**config.mk**
```make
export PLATFORM = sky130hd
export DESIGN_NAME = ag_tcu_dispatch_arbiter
export DESIGN_NICKNAME = d
export VERILOG_FILES = /design/src/rtl/VX_ag_tcu_pkg.sv /design/src/rtl/ag_tcu_dispatch_arbiter_tag_fifo.sv /design/src/rtl/ag_tcu_dispatch_arbiter.sv
export SDC_FILE = /design/constraint.sdc
export NUM_CORES = 1
export LEC_CHECK = 0
export ABC_AREA = 1
export ABC_CLOCK_PERIOD_IN_PS = 3500
export BUFFER_PORTS_ARGS = -buffer_cell sky130_fd_sc_hd__buf_2
export CAP_MARGIN = 20
export CORE_AREA = 3 3 119 121
export CTS_CLUSTER_SIZE = 20
export DETAILED_ROUTE_END_ITERATION = 8
export DIE_AREA = 0 0 122 124
export PLACE_DENSITY = 0.71
export SLEW_MARGIN = 20
export SYNTH_ARGS = -nofsm -noshare
export SYNTH_HDL_FRONTEND = slang
export SYNTH_SLANG_ARGS = --single-unit
```
**constraint.sdc**
```tcl
create_clock -name clk -period 3.5 [get_ports clk]
set_input_delay 0.35 -clock clk [delete_from_list [all_inputs] [get_ports clk]]
set_output_delay 0.35 -clock clk [all_outputs]
set_load 0.02 [all_outputs]
```
**src/rtl/VX_ag_tcu_pkg.sv**
```systemverilog
// Shared AG tensor-core-unit types plus the dispatch-arbiter tag and perf constants.
// Latency: n/a (types, constants and one constant function only).
// Backpressure: n/a.
// Contents: ag_tcu_exe_t (op to TCU), ag_tcu_res_t (TCU result),
//   AG_TCU_ARB_TAG_W(n) (tag width for n requesters), ag_tcu_arb_tag_t,
//   AG_TCU_ARB_PERF_W (perf counter width).
package VX_ag_tcu_pkg;

   typedef struct packed {
      logic [3:0]  op;
      logic [5:0]  wid;
      logic [31:0] src;
   } ag_tcu_exe_t;

   typedef struct packed {
      logic [5:0]  wid;
      logic [31:0] data;
   } ag_tcu_res_t;

   // Width of a requester index; a single requester still gets one bit.
   function automatic int AG_TCU_ARB_TAG_W(input int n);
      return (n > 1) ? $clog2(n) : 1;
   endfunction

   // Widest requester count the shared tag type is sized for.
   localparam int AG_TCU_ARB_MAX_REQS = 16;

   typedef logic [AG_TCU_ARB_TAG_W(AG_TCU_ARB_MAX_REQS)-1:0] ag_tcu_arb_tag_t;

   localparam int AG_TCU_ARB_PERF_W = 32;

endpackage

```
**src/rtl/ag_tcu_dispatch_arbiter_tag_fifo.sv**
```systemverilog
// In-order tag FIFO with first-word-fall-through head.
// Latency: a pushed entry is visible on head_o the cycle after the push.
// Backpressure: push ignored when full, pop ignored when empty; caller gates both.
// Ports: clk, reset (sync active-low), push_i/push_dat_i, pop_i, head_o,
//   count_o (0..DEPTH), full_o, empty_o.
module ag_tcu_tag_fifo
   import VX_ag_tcu_pkg::*;
#(
   parameter int DEPTH = 8,
   parameter int W     = 2
) (
   input  logic                   clk,
   input  logic                   reset,
   input  logic                   push_i,
   input  logic [W-1:0]           push_dat_i,
   input  logic                   pop_i,
   output logic [W-1:0]           head_o,
   output logic [$clog2(DEPTH):0] count_o,
   output logic                   full_o,
   output logic                   empty_o
);

   localparam int PW = $clog2(DEPTH);
   localparam int CW = PW + 1;

   logic [W-1:0]  mem_q [DEPTH];
   logic [PW-1:0] wr_ptr_q, wr_ptr_d;
   logic [PW-1:0] rd_ptr_q, rd_ptr_d;
   logic [CW-1:0] count_q, count_d;
   logic          do_push, do_pop;

   assign full_o  = (count_q == CW'(DEPTH));
   assign empty_o = (count_q == '0);
   assign count_o = count_q;
   assign head_o  = mem_q[rd_ptr_q];

   assign do_push = push_i && !full_o;
   assign do_pop  = pop_i && !empty_o;

   // DEPTH is a power of two, so the pointers wrap by natural overflow.
   always_comb begin
      wr_ptr_d = wr_ptr_q;
      rd_ptr_d = rd_ptr_q;
      count_d  = count_q;
      if (do_push) wr_ptr_d = wr_ptr_q + PW'(1);
      if (do_pop)  rd_ptr_d = rd_ptr_q + PW'(1);
      case ({do_push, do_pop})
         2'b10:   count_d = count_q + CW'(1);
         2'b01:   count_d = count_q - CW'(1);
         default: count_d = count_q;
      endcase
   end

   always_ff @(posedge clk) begin
      if (!reset) begin
         wr_ptr_q <= '0;
         rd_ptr_q <= '0;
         count_q  <= '0;
      end else begin
         wr_ptr_q <= wr_ptr_d;
         rd_ptr_q <= rd_ptr_d;
         count_q  <= count_d;
      end
   end

   // Storage needs no reset: entries are only read once counted in.
   always_ff @(posedge clk) begin
      if (do_push) mem_q[wr_ptr_q] <= push_dat_i;
   end

endmodule

```
**src/rtl/ag_tcu_dispatch_arbiter.sv**
```systemverilog
// Round-robin arbiter sharing one AG TCU among NUM_REQS requesters; results steered back by in-order tags.
// Latency: request fire in cycle N -> tcu_execute_valid in N+1; result path 0 cycles (combinational).
// Backpressure: issue stalls while the output register is held or MAX_OUTSTANDING tags are in flight.
// Ports: clk, reset (sync active-low); req_valid/req_data/req_ready (per requester);
//   tcu_execute_valid/data/ready; tcu_result_valid/data/ready; rsp_valid/rsp_data/rsp_ready.
// Optional: define AG_TCU_ARB_PERF_EN to add perf_issue_count and perf_stall_cycles.
module ag_tcu_dispatch_arbiter
   import VX_ag_tcu_pkg::*;
#(
   parameter int NUM_REQS        = 4,
   parameter int MAX_OUTSTANDING = 8
) (
   input  logic                       clk,
   input  logic                       reset,
   input  logic [NUM_REQS-1:0]        req_valid,
   input  ag_tcu_exe_t [NUM_REQS-1:0] req_data,
   output logic [NUM_REQS-1:0]        req_ready,
   output logic                       tcu_execute_valid,
   output ag_tcu_exe_t                tcu_execute_data,
   input  logic                       tcu_execute_ready,
   input  logic                       tcu_result_valid,
   input  ag_tcu_res_t                tcu_result_data,
   output logic                       tcu_result_ready,
   output logic [NUM_REQS-1:0]        rsp_valid,
   output ag_tcu_res_t                rsp_data,
   input  logic [NUM_REQS-1:0]        rsp_ready
`ifdef AG_TCU_ARB_PERF_EN
   ,
   output logic [NUM_REQS-1:0][AG_TCU_ARB_PERF_W-1:0] perf_issue_count,
   output logic [AG_TCU_ARB_PERF_W-1:0]               perf_stall_cycles
`endif
);

   localparam int TAG_W = AG_TCU_ARB_TAG_W(NUM_REQS);
   localparam int CNT_W = $clog2(MAX_OUTSTANDING) + 1;

   logic [TAG_W-1:0] rr_ptr_q, rr_ptr_d;
   logic             exe_vld_q, exe_vld_d;
   ag_tcu_exe_t      exe_dat_q, exe_dat_d;

   logic [TAG_W-1:0] win_idx;
   logic             win_vld;
   logic             can_issue;
   logic             accept;

   logic [TAG_W-1:0] head_tag;
   logic [CNT_W-1:0] fifo_count;
   logic             fifo_full;
   logic             fifo_empty;
   logic             res_fire;

   // Winner: first valid requester scanning upward from rr_ptr, wrapping at NUM_REQS.
   always_comb begin
      int               idx;
      logic [TAG_W-1:0] cand;
      idx     = 0;
      cand    = '0;
      win_vld = 1'b0;
      win_idx = '0;
      for (int k = 0; k < NUM_REQS; k++) begin
         idx = int'(rr_ptr_q) + k;
         if (idx >= NUM_REQS) idx = idx - NUM_REQS;
         cand = TAG_W'(idx);
         if (!win_vld && req_valid[cand]) begin
            win_vld = 1'b1;
            win_idx = cand;
         end
      end
   end

   // Occupancy uses the registered count only, so a same-cycle pop cannot open a full FIFO.
   // Issue is also held off while reset is asserted.
   assign can_issue = reset && (!exe_vld_q || tcu_execute_ready)
                      && (fifo_count < CNT_W'(MAX_OUTSTANDING));
   assign accept    = win_vld && can_issue;

   always_comb begin
      req_ready = '0;
      if (accept) req_ready[win_idx] = 1'b1;
   end

   // Output register: load on accept, clear on fire, otherwise hold.
   always_comb begin
      exe_vld_d = exe_vld_q;
      exe_dat_d = exe_dat_q;
      rr_ptr_d  = rr_ptr_q;
      if (accept) begin
         exe_vld_d = 1'b1;
         exe_dat_d = req_data[win_idx];
         rr_ptr_d  = (win_idx == TAG_W'(NUM_REQS - 1)) ? '0 : win_idx + TAG_W'(1);
      end else if (tcu_execute_ready) begin
         exe_vld_d = 1'b0;
      end
   end

   always_ff @(posedge clk) begin
      if (!reset) begin
         rr_ptr_q  <= '0;
         exe_vld_q <= 1'b0;
         exe_dat_q <= '0;
      end else begin
         rr_ptr_q  <= rr_ptr_d;
         exe_vld_q <= exe_vld_d;
         exe_dat_q <= exe_dat_d;
      end
   end

   assign tcu_execute_valid = exe_vld_q;
   assign tcu_execute_data  = exe_dat_q;

   ag_tcu_tag_fifo #(
      .DEPTH (MAX_OUTSTANDING),
      .W     (TAG_W)
   ) u_tag_fifo (
      .clk        (clk),
      .reset      (reset),
      .push_i     (accept),
      .push_dat_i (win_idx),
      .pop_i      (res_fire),
      .head_o     (head_tag),
      .count_o    (fifo_count),
      .full_o     (fifo_full),
      .empty_o    (fifo_empty)
   );

   // Result steering: the oldest tag names the owner of the in-order TCU result.
   always_comb begin
      rsp_valid = '0;
      if (tcu_result_valid && !fifo_empty) rsp_valid[head_tag] = 1'b1;
   end

   assign rsp_data         = tcu_result_data;
   assign tcu_result_ready = !fifo_empty && rsp_ready[head_tag];
   assign res_fire         = tcu_result_valid && tcu_result_ready;

`ifdef AG_TCU_ARB_PERF_EN
   logic [NUM_REQS-1:0][AG_TCU_ARB_PERF_W-1:0] issue_cnt_q;
   logic [AG_TCU_ARB_PERF_W-1:0]               stall_cnt_q;

   always_ff @(posedge clk) begin
      if (!reset) begin
         issue_cnt_q <= '0;
         stall_cnt_q <= '0;
      end else begin
         if (accept) issue_cnt_q[win_idx] <= issue_cnt_q[win_idx] + AG_TCU_ARB_PERF_W'(1);
         if (|req_valid && !can_issue) stall_cnt_q <= stall_cnt_q + AG_TCU_ARB_PERF_W'(1);
      end
   end

   assign perf_issue_count  = issue_cnt_q;
   assign perf_stall_cycles = stall_cnt_q;
`else
   // Counters are not built in this configuration.
`endif

   // A result with no outstanding tag means the TCU and the arbiter disagree on in-flight ops.
   assert property (@(posedge clk) disable iff (!reset) tcu_result_valid |-> !fifo_empty)
      else $error("tcu result arrived with no outstanding tag");

   // Issue is gated on the registered count, so the FIFO must never see a push while full.
   assert property (@(posedge clk) disable iff (!reset) !(accept && fifo_full))
      else $error("tag push while full");

endmodule
```
; ---- Yosys cells after proc, flatten, opt, wreduce, memory -nomap -nowiden
; Memory sizes are Yosys's and may differ from the RTL's. A register that Yosys moved wholly into a read port is not among the register bits.
; Index checks and enable logic that the tools add are counted.
[classes]
addsub = 12
n_mul = 0
div_mod_pow = 0
magnitude_cmp = 13
n_eq_ne = 4
shift = 0
n_mux = 38
n_bitwise = 0
n_reduce_logical = 23
[ops]
columns = op, count
row1 = binary-select mux 42 bit (select 2 bit), 1
row2 = two-way mux 42 bit, 1
row3 = "< comparator 2 x 3 -> 1 bit, second input constant", 6
row4 = two-way mux 2 bit, 9
row5 = two-way mux 1 bit, 15
row6 = logical AND 1 bit, 13
row7 = binary-select mux 1 bit (select 2 bit), 5
row8 = ">= comparator 3 bit, second input constant", 3
row9 = two-way mux 4 bit, 2
row10 = one-hot mux 4 bit (2 select lines), 1
row11 = "subtractor 2 x 1 -> 2 bit, second input constant", 4
row12 = "adder 2 x 2 -> 3 bit, second input constant", 2
row13 = "adder 3 x 1 -> 3 bit, second input constant", 2
row14 = zero test 1 bit, 6
row15 = two-way mux 3 bit, 2
row16 = "adder 4 x 1 -> 4 bit, second input constant", 1
row17 = demux 1 bit (select 2 bit), 2
row18 = "== test 2 bit, second input constant", 2
row19 = "== test 4 bit, second input constant", 1
row20 = ">= comparator 2 x 1 -> 1 bit, second input constant", 2
row21 = zero test 4 bit, 1
row22 = "< comparator 4 bit, second input constant", 1
row23 = nonzero test 2 bit, 2
row24 = "subtractor 4 x 1 -> 4 bit, second input constant", 1
row25 = 5 further kinds, 5
[word_totals]
register_bits = 55
latchBits = 0
ram_bits = 16
mem_bits_ro = 0
input_bits = 218
output_inout_bits = 90
elab_cells = 99
mem_count = 1
[memory_table]
columns = memory, words, width, rd, rd_clocked_by_memory_dff, wr, line
row1 = u_tag_fifo.mem_q, 8, 2, 1, 1, 1, ag_tcu_dispatch_arbiter_tag_fifo.sv:26  ; logic [W-1:0] mem_q [DEPTH];

; ---- Longest topological paths before layout
; Gate-level depths: netlist of run 1.
[depth]
ltp_word = 19
mapped_depth = 20
ltp_nobuf = 19

; ---- Cells and area by module
; A second synthesis of run 1 with hierarchy kept.
[hier_totals]
cells_unflattened = 847
hier_area_um2 = 5257.5
[by_module_without_submodules]
columns = mod, n_inst, cells_per_inst, area_each_um2, seq_area_each_um2
row1 = ag_tcu_dispatch_arbiter, 1, 706, 3921.3, 900.9
row2 = ag_tcu_tag_fifo, 1, 141, 1336.3, 740.7

; ---- Least setup slack after synthesis of run 1
; Ideal clock, no wire load.
[synth_path]
kind = register to register
startpoint = reg rr_ptr_q[0]
endpoint = reg u_tag_fifo.count_q[2], in the netlist u_tag_fifo.count_o[2]
setup_ps = 115
arrival_time_ps = 2458
t_required_ps = 3385
path_slack_ps = 926
stages_incl_launch_ff = 16
n_path_buf = 2
period_less_slack_ps = 2574
path_cell_list = dfxtp_1 > buf_4 > nand2_1 > nand3_1 > nand2_1 > nor2_2 > nand3b_1 > nand2_1 > clkbuf_1 > ha_1 > xor2_1 > ha_1 > a21oi_1 > xor2_1 > o21ai_0 > inv_1
[synth_between]
elab_chain_len = 18
word_cells_on_any_way = 39
cone_classes = add/sub: 7 / order compare: 4 / eq/ne: 2 / mux: 17 / reduce/logical: 9
[synth_lines]
columns = item, line
row1 = from (decl), ag_tcu_dispatch_arbiter.sv:37  ; logic [TAG_W-1:0] rr_ptr_q, rr_ptr_d;
row2 = from (signal assigned), ag_tcu_dispatch_arbiter.sv:102  ; rr_ptr_q <= rr_ptr_d;
row3 = "parallel branches: the longest is 13 deep, another holds adder 2 x 1 -> 3 bit", n/a
row4 = two-way mux 1 bit *, ag_tcu_dispatch_arbiter.sv:64  ; if (!win_vld && req_valid[cand]) begin
row5 = logical AND 1 bit *, ag_tcu_dispatch_arbiter.sv:75  ; assign accept = win_vld && can_issue;
row6 = logical AND 1 bit *, ag_tcu_dispatch_arbiter_tag_fifo.sv:37  ; assign do_push = push_i && !full_o;
row7 = == test 2 x 1 -> 1 bit / == test 2 bit (equally long branches), ag_tcu_dispatch_arbiter_tag_fifo.sv:47  ; case ({do_push, do_pop})
row8 = one-hot mux 4 bit (2 select lines) / nonzero test 2 bit (equally long branches), n/a
row9 = to (signal assigned), ag_tcu_dispatch_arbiter_tag_fifo.sv:62  ; count_q <= count_d;
row10 = to (decl), ag_tcu_dispatch_arbiter_tag_fifo.sv:29  ; logic [CW-1:0] count_q, count_d;
; Mark *: on every way between the ends. The select of a mux whose other input is x is not followed.
; A chain may end at the register's enable or synchronous reset.

; ---- Worst setup path after layout of run 1
[layout_path]
startpoint = reg rr_ptr_q[0]
endpoint = out req_ready[3]
[layout_between]
elab_chain_len = 19
word_cells_on_any_way = 44
cone_classes = add/sub: 7 / order compare: 6 / mux: 23 / reduce/logical: 8
[layout_lines]
columns = item, line
row1 = "parallel branches: the longest is 18 deep, another holds adder 2 x 1 -> 3 bit", n/a
row2 = two-way mux 4 bit *, ag_tcu_dispatch_arbiter.sv:79  ; if (accept) req_ready[win_idx] = 1'b1;
row3 = to (decl), ag_tcu_dispatch_arbiter.sv:17  ; output logic [NUM_REQS-1:0] req_ready,
; Marks and branches as above.

==> results of run 1 <==
metal layers:
layer / global-route usage, % / routed length [um]
met5: 0 / 0
met2: 33.2 / 7650
met1: 26.3 / 6550
met3: 4.77 / 1310
met4: 7.70 / 389
synth_stat cells (all sizes together) (3+ instances only):
| master | number |
|---|---|
| inv | 43 |
| nor2 | 25 |
| nand3 | 277 |
| xor2 | 3 |
| nand2 | 211 |
| nor3 | 4 |
| clkbuf | 16 |
| ha | 9 |
| edfxtp | 16 |
| dfxtp | 58 |
| buf | 75 |
| nand4 | 4 |
| o21ai | 8 |
| a21oi | 12 |
power breakdown:
part	leakage (nW)	switching (mW)	total, mW	internal, mW
registers	0.627	0.184	1.43	1.24
logic	2.50	3.00	4.37	1.37
clock network	0.160	0.353	1.05	0.695
cells by family after synthesis:
logic type      count (synthesis)  share of synthesized area, %
compound gates                 22                          2.31
xor+xnor                        4                         0.704
fa+ha+maj                       9                          2.26
buf+inv                       134                          14.8
flops                          74                          33.0
simple gates                  522                          46.9
sequential cells by signal, summed over array words and instances (netlist names), named ones only:
register	cells
u_tag_fifo.mem_q	16
tcu_execute_data	42
tcu_execute_valid	1
u_tag_fifo.count_o	4
rr_ptr_q	2
u_tag_fifo.wr_ptr_q	3
u_tag_fifo.rd_ptr_q	3
final cells by class:
cell class                 count  area share (%)
antenna                        1          0.0403
sequential                    74            26.4
tap                          176            3.55
timing repair buffer         242            20.0
clock buffer                  11            3.75
multi-input combinational    557            42.0
clock inverter                 5            1.65
inverter                      43            2.60
worst max path at each step:
stage | endpoint
floorplan | u_tag_fifo.count_o[2]$_SDFFE_PN0P_
global placement | req_ready[0]
detailed placement | u_tag_fifo.count_o[2]$_SDFFE_PN0P_
CTS | req_ready[0]
global route | req_ready[3]
finish | req_ready[3]
critical path, stage by stage, from the launching register on:
cell and delay, ps:
dfxtp_1 530, inv_1 190, nand2_1 90, nand2_1 60
nand2_1 90, nand2_1 100, nor2_2 180, nand3_1 130
nand3_1 100, nand2_2 60, inv_2 270, ha_1 210
inv_1 50, nor2_1 160, buf_2 200
==> flow_summary.json, run 1 <==
{
  "viasPerCell": 5.01,
  "grt_overflow": 0,
  "crit_arrival_ps": 2780,
  "grt_max_degree": 85,
  "root_buffer": "clkbuf_16",
  "dp_hpwl_mm": 11.5,
  "area_delta_synth_final_pct": 24.7,
  "cts_resized": 0,
  "yosysTopAreaCell": "nand3_1",
  "cts_sinks": 74,
  "min_to": "tcu_execute_valid$_SDFFE_PN0P_",
  "yosys-top-cells-area": "nand3_1, dfxtp_1, nand2_1",
  "worstHoldStart": "tcu_execute_ready",
  "avgSynthCellArea_um2": 6.51,
  "post_cts_buffers": 0,
  "antenna_found_initial": 1,
  "final_common_cell": "nand3_1",
  "die_y_um": 124,
  "hold_slack_ps": 296,
  "postRouteAntennaNets": 0,
  "final_cell_mix": "nand3_1, buf_2, nand2_1",
  "vdd_drop_max_mv": 0.631,
  "multi_input_area_um2": 2610,
  "reg2reg_slack_ps": 650,
  "fill_cells": 1383,
  "yosys_warnings": 0,
  "p_per_area_nw_per_um2": 1100,
  "postPlaceCellArea_um2": 5870,
  "rsz0062_at_grt": "false",
  "finalWorstSetupSlack_ps": 370,
  "cts_buffers": 9,
  "grt_pass1_wl_mm": 24.4,
  "hold_depth": 4,
  "io_buffers": 231,
  "p_leak_nw": 3.29,
  "cts.path.max_buffers": 2,
  "fin_crit_sh_pct": 89.4,
  "fin_util_pct": 47.1,
  "slew_headroom_pct": 40.6,
  "drive_above_1_share_pct": 28.5,
  "finalNonFillerCells": 1109,
  "holdCritPathClass": "in2reg",
  "nets": 1154,
  "grt_pass1_vias": 4875,
  "synth_top_area_share_pct": 27.8,
  "drc": 0,
  "register_area_um2": 1640,
  "worst-setup-path-type": "reg2out",
  "finalHoldViolations": 0,
  "syn_area_um2": 4980,
  "reg2reg_depth": 17,
  "synth_ff_type": "dfxtp_1",
  "rr_endpoint": "u_tag_fifo.count_o[2]$_SDFFE_PN0P_",
  "post-route-cell-area_um2": 6210,
  "clock_skew_ps": 5.93,
  "vias": 5551,
  "pin_count": 308,
  "die-area_um2": 15100,
  "cts_tree": "yes",
  "clk_pin_slew_worst_paths_ps": 60,
  "required_ps": 3150,
  "coreArea_um2": 13200,
  "fmax_mhz": 320,
  "fin_crit_ps": 3130,
  "finalSetupViolCount": 0,
  "maxCapViolations": 0,
  "dp.cells": 1092,
  "synth.distinct_cells": 24,
  "synth_edf_count": 16,
  "outcome": "finished, final reports clean",
  "endpoint_kind": "output port",
  "globalplace.congestion": 0.852,
  "first_iter_violations": 309,
  "first_pass_iters": 5,
  "die-width_um": 122,
  "hold_buffers": 0,
  "synthArstFlopShare_pct": 0,
  "pre_cts_ws_ps": 625,
  "ys_ff_latch": 74,
  "critPathLaunchType": "register",
  "power.total_mw": 6.84,
  "clock_latency_ps": 330,
  "crit_path_max_fanout": 19,
  "worstMarginPinSlew_ps": 891,
  "ys_seq_area_share_pct": 33.0,
  "tns_ps": 0,
  "syn_inst": 765,
  "wirelength_mm": 15.9,
  "floorplan.initialDensity_pct": 37.7,
  "crit_start": "rr_ptr_q[0]$_SDFFE_PN0P_",
  "syn-num-nets": 992,
  "fp-row-count": 42,
  "avgRoutedWirePerCell_um": 14.3,
  "h-tree-depth": 3,
  "grt_usage_pct": 20.4,
  "final_max_slew_viol_count": 0
}
No activity file was read; power rests on OpenSTA's default activity.
==> run 2: changes to the inputs <==
- MAX_ROUTING_LAYER: default -> met4
==> flow_summary.json, run 2 (synthesized netlist as in run 1, its figures left out) <==
{
  "outcome": "finished, final reports clean",
  "finalSetupViolCount": 0,
  "grt_pass1_wl_mm": 24.5,
  "first_iter_violations": 310,
  "clk_pin_slew_worst_paths_ps": 60,
  "post-route-cell-area_um2": 6180,
  "crit_path_cell_trace": "inv_1, nand2_1, nand2_1, nand2_1, nand2_1, nor2_2, nand4_1, nand2_2, buf_4, ha_1, inv_1, nor2_1, buf_2",
  "drc": 0,
  "die-area_um2": 15100,
  "final_cell_mix": "nand3_1, buf_2, nand2_1",
  "grt_overflow": 0,
  "drive_above_1_share_pct": 28.4,
  "nets": 1154,
  "postPlaceCellArea_um2": 5870,
  "critPathLaunchType": "register",
  "fin_crit_ps": 3120,
  "required_ps": 3150,
  "fmax_mhz": 320,
  "hold_buffers": 0,
  "antenna_found_initial": 0,
  "critPathTopFamily": "buffers and inverters",
  "globalplace.congestion": 0.845,
  "io_buffers": 231,
  "crit_buf_inv": 4,
  "floorplan.initialDensity_pct": 37.7,
  "coreArea_um2": 13200,
  "h-tree-depth": 3,
  "fp-row-count": 42,
  "p_per_area_nw_per_um2": 1090,
  "viasPerCell": 5.02,
  "cts_sinks": 74,
  "cts_resized": 0,
  "p_leak_nw": 3.27,
  "slew_headroom_pct": 42.6,
  "die_y_um": 124,
  "postRouteAntennaNets": 0,
  "final_common_cell": "nand3_1",
  "finalHoldViolations": 0,
  "register_area_um2": 1640,
  "vdd_drop_max_mv": 0.675,
  "root_buffer": "clkbuf_16",
  "worstMarginPinSlew_ps": 860,
  "final_max_slew_viol_count": 0,
  "cts_tree": "yes",
  "cts.path.max_buffers": 2,
  "tns_ps": 0,
  "vias": 5557,
  "fill_cells": 1383,
  "multi_input_area_um2": 2610,
  "rsz0062_at_grt": "false",
  "cpMostUsedCell": "nand2_1",
  "maxCapViolations": 0,
  "post_cts_buffers": 0,
  "grt_usage_pct": 20.9,
  "largest_register_ff_count": 42,
  "fin_crit_sh_pct": 89.3,
  "first_pass_iters": 5,
  "cts_buffers": 9,
  "avgRoutedWirePerCell_um": 14.3,
  "endpoint_kind": "output port",
  "hold_slack_ps": 293,
  "critical-path-max-stage-delay_ps": 530,
  "dp_hpwl_mm": 11.5,
  "clock_skew_ps": 4.51,
  "pin_count": 308,
  "crit_path_max_fanout": 44,
  "area_delta_synth_final_pct": 24.1,
  "clock_latency_ps": 330,
  "holdCritPathClass": "in2reg",
  "die-width_um": 122,
  "slowest_stage": "dfxtp_1",
  "grt_max_degree": 85,
  "worst-setup-path-type": "reg2out",
  "wirelength_mm": 15.9,
  "grt_pass1_vias": 4982,
  "num_antenna_cells": 0,
  "crit_arrival_ps": 2770
}
## run 2: layout make-up
class                           instances  area share, %
Sequential cell                        74           26.6
Timing Repair Buffer                  242           20.1
Inverter                               43           2.61
Multi-Input combinational cell        557           42.2
Clock inverter                          7           1.36
Tap cell                              176           3.57
Clock buffer                            9           3.65
## run 2: where the power goes
group,internal [mW],switching (mW)
Clock,0.615,0.348
Sequential,1.24,0.181
Combinational,1.36,3.01
Total,3.22,3.54
## run 2: layer usage
metal	share of wire [%]	vias up	wire (um)	GRT usage, %
met2	49	202	7840	34.5
met3	7.1	24	1120	4.59
met1	42	2498	6610	25.8
met4	1.9	0	301	6.16
met5	0	-	0	-
li1	-	2833	-	-
## run 2: final timing paths
kind,slack (ps),cells past startpoint,endpoint,startpoint
worst max-delay path,380,13,req_ready[0],rr_ptr_q[0]$_SDFFE_PN0P_
worst max register to register,660,17,u_tag_fifo.count_o[2]$_SDFFE_PN0P_,register
worst min-delay path,290,4,tcu_execute_valid$_SDFFE_PN0P_,tcu_execute_ready
worst min register to register,470,2,tcu_execute_data[35]$_SDFFE_PN0P_,tcu_execute_data[35]$_SDFFE_PN0P_
## run 2: metrics by stage
stage	util [%]	power [mW]	cells	worst slack, ps
after floorplan	-	4.92	765	926
after global placement	44.5	5.81	1092	719
after detailed placement	44.5	5.83	1092	644
after CTS	46.8	6.82	1108	354
after global routing	46.8	7.45	1108	40.5
final	46.8	6.76	1108	376
## run 2: worst min-delay path, cell delays in order
cell and delay [ps]:
buf_2 80, nor2_1 50, nand2_1 50, nand2_1 40
==> run 3: changes to the inputs <==
- ABC_AREA: 1 -> default
- CORE_AREA: 3 3 119 121 -> 3 3 118 120
- DIE_AREA: 0 0 122 124 -> 0 0 121 123
==> flow_summary.json, run 3 <==
{
  "clk_pin_slew_worst_paths_ps": 60,
  "grt_util_met3_pct": 4.85,
  "p_leak_nw": 2.53,
  "die-area_um2": 14900,
  "clock_latency_ps": 330,
  "fmax_mhz": 296,
  "cts.path.max_buffers": 2,
  "globalplace.congestion": 0.842,
  "critPathLaunchType": "register",
  "slew_headroom_pct": 40.1,
  "area_delta_synth_final_pct": 25.7,
  "hold_buffers": 0,
  "yosys_warnings": 0,
  "synth.most_common_cell": "a211oi_1",
  "worst-setup-path-type": "reg2reg",
  "p_per_area_nw_per_um2": 604,
  "grt_overflow": 0,
  "grt_usage_pct": 20.7,
  "nets": 910,
  "dp.cells": 848,
  "synth.distinct_cells": 43,
  "pin_count": 308,
  "syn-num-nets": 758,
  "critPathTopFamily": "multiplexers",
  "grt_pass1_wl_mm": 23.9,
  "cts_buffers": 9,
  "post_cts_buffers": 0,
  "num_antenna_cells": 0,
  "yosysTopAreaCell": "dfxtp_1",
  "slowest_stage": "mux4_2",
  "vias": 4893,
  "fp-row-count": 42,
  "critical-path-max-stage-delay_ps": 500,
  "maxCapViolations": 0,
  "coreArea_um2": 13100,
  "viasPerCell": 5.66,
  "ys_ff_latch": 74,
  "synthArstFlopShare_pct": 0,
  "rsz0062_at_grt": "false",
  "syn_inst": 531,
  "cts_resized": 0,
  "clock_skew_ps": 4.17,
  "avgSynthCellArea_um2": 9.20,
  "postRouteAntennaNets": 0,
  "largest_register_ff_count": 42,
  "cts_tree": "yes",
  "worstMarginPinSlew_ps": 899,
  "grt_pass1_vias": 4674,
  "die_y_um": 123,
  "busiest_layer": "met2",
  "tns_ps": 0,
  "fin_crit_ps": 3380,
  "crit_path_cell_trace": "mux2_1, mux4_2, mux4_2, and2_4, ha_1, xor2_1, ha_1, a21oi_1, xor2_1, or3_1, a21boi_1",
  "finalSetupViolCount": 0,
  "wirelength_mm": 15.7,
  "final_cell_mix": "buf_2, a211oi_1, o31a_1",
  "crit_buf_inv": 0,
  "syn_area_um2": 4880,
  "crit_path_max_fanout": 6,
  "floorplan.initialDensity_pct": 37.3,
  "ys_seq_area_share_pct": 33.6,
  "cts_sinks": 74,
  "crit_arrival_ps": 3630,
  "required_ps": 3760,
  "grt_max_degree": 85,
  "met2_usage_pct": 33.3,
  "holdCritPathClass": "in2reg",
  "h-tree-depth": 3,
  "gr-usage-met1_pct": 26.0,
  "outcome": "finished, final reports clean",
  "synth_top_area_share_pct": 23.8,
  "die-width_um": 121,
  "final_common_cell": "buf_2",
  "first_iter_violations": 219,
  "finalNonFillerCells": 864,
  "synth_edf_count": 16,
  "avgRoutedWirePerCell_um": 18.2,
  "io_buffers": 231,
  "fin_crit_sh_pct": 96.5,
  "antenna_found_initial": 0,
  "yosys-top-cells-area": "dfxtp_1, o31a_1, a211oi_1",
  "finalHoldViolations": 0,
  "first_pass_iters": 4,
  "final_max_slew_viol_count": 0,
  "root_buffer": "clkbuf_16",
  "drc": 0,
  "drive_above_1_share_pct": 39.8,
  "vdd_drop_max_mv": 0.214,
  "ys_top_cells_by_count": "a211oi_1, o31a_1, dfxtp_1, clkbuf_1, nand3_1",
  "synth_ff_type": "dfxtp_1",
  "dp_hpwl_mm": 11.3,
  "endpoint_kind": "register"
}
[run 3: cell count changes after synthesis, sizes merged, moves of 6 or more]
cell	previous run	this run
nand2	211	13
a21oi	12	3
a211oi	0	85
nand3	277	44
nor2	25	4
nand2b	0	8
o31ai	1	43
inv	43	3
nor2b	0	6
buf	75	47
and2	0	9
o31a	0	84
clkbuf	16	54
[run 3: path summary, 6_finish.rpt]
| kind | start | to | slack (ps) | cells after the start |
|---|---|---|---|---|
| worst min-delay path | tcu_execute_ready | tcu_execute_valid$_SDFFE_PN0P_ | 300 | 4 |
| worst max register to register | register | u_tag_fifo.count_o[2]$_SDFFE_PN0P_ | 120 | 11 |
| worst max-delay path | register | u_tag_fifo.count_o[2]$_SDFFE_PN0P_ | 120 | 11 |
| worst min register to register | tcu_execute_data[15]$_SDFFE_PN0P_ | tcu_execute_data[15]$_SDFFE_PN0P_ | 470 | 2 |
[run 3: report_power, final]
| part | total [mW] | internal, mW | switching [mW] |
|---|---|---|---|
| registers | 1.22 | 1.09 | 0.129 |
| clock network | 0.880 | 0.506 | 0.374 |
| logic | 1.61 | 0.625 | 0.986 |
[run 3: layout make-up]
type / instances / area [um^2]
fillers: 1285 / 6950
multi-input cells: 353 / 2730
flip-flops and latches: 74 / 1650
repair buffers: 242 / 1240
clock buffers: 10 / 239
well taps: 176 / 220
clock inverters: 6 / 51.3
inverters: 3 / 11.3
[run 3: per-stage QoR]
step | util [%] | setup WS [ps] | area, um^2 | total power, mW | hold WS, ps
finish | 46.9 | 122 | 6140 | 3.71 | 299
global route | 46.9 | 16.9 | 6140 | 3.95 | 325
CTS | 46.9 | 4.85 | 6130 | 3.76 | 279
detailed placement | 44.7 | 29.6 | 5840 | 2.86 | 456
global placement | 44.7 | 167 | 5840 | 2.81 | 454
floorplan | - | 353 | 4880 | 2.39 | 449
[run 3: layer usage]
| layer | wire length, um | share of wire (%) |
|---|---|---|
| met5 | 0 | 0 |
| met1 | 6640 | 42 |
| met2 | 7790 | 50 |
| met3 | 1010 | 6.4 |
| met4 | 269 | 1.7 |
[run 3: worst min-delay path, cell delays in order]
cell and delay, ps:
buf_2 70, nor2b_1 50, nand2_1 60, nand2_1 50
[run 3: kinds of logic after synthesis]
family | Yosys count | share of synthesized area [%]
multiplexers | 12 | 4.00
buffers and inverters | 104 | 11.1
adder cells (fa/ha/maj) | 9 | 2.31
flip-flops | 74 | 33.6
AO/OA/AOI/OAI | 226 | 36.7
AND/OR/NAND/NOR | 100 | 11.3
XOR/XNOR | 6 | 1.08
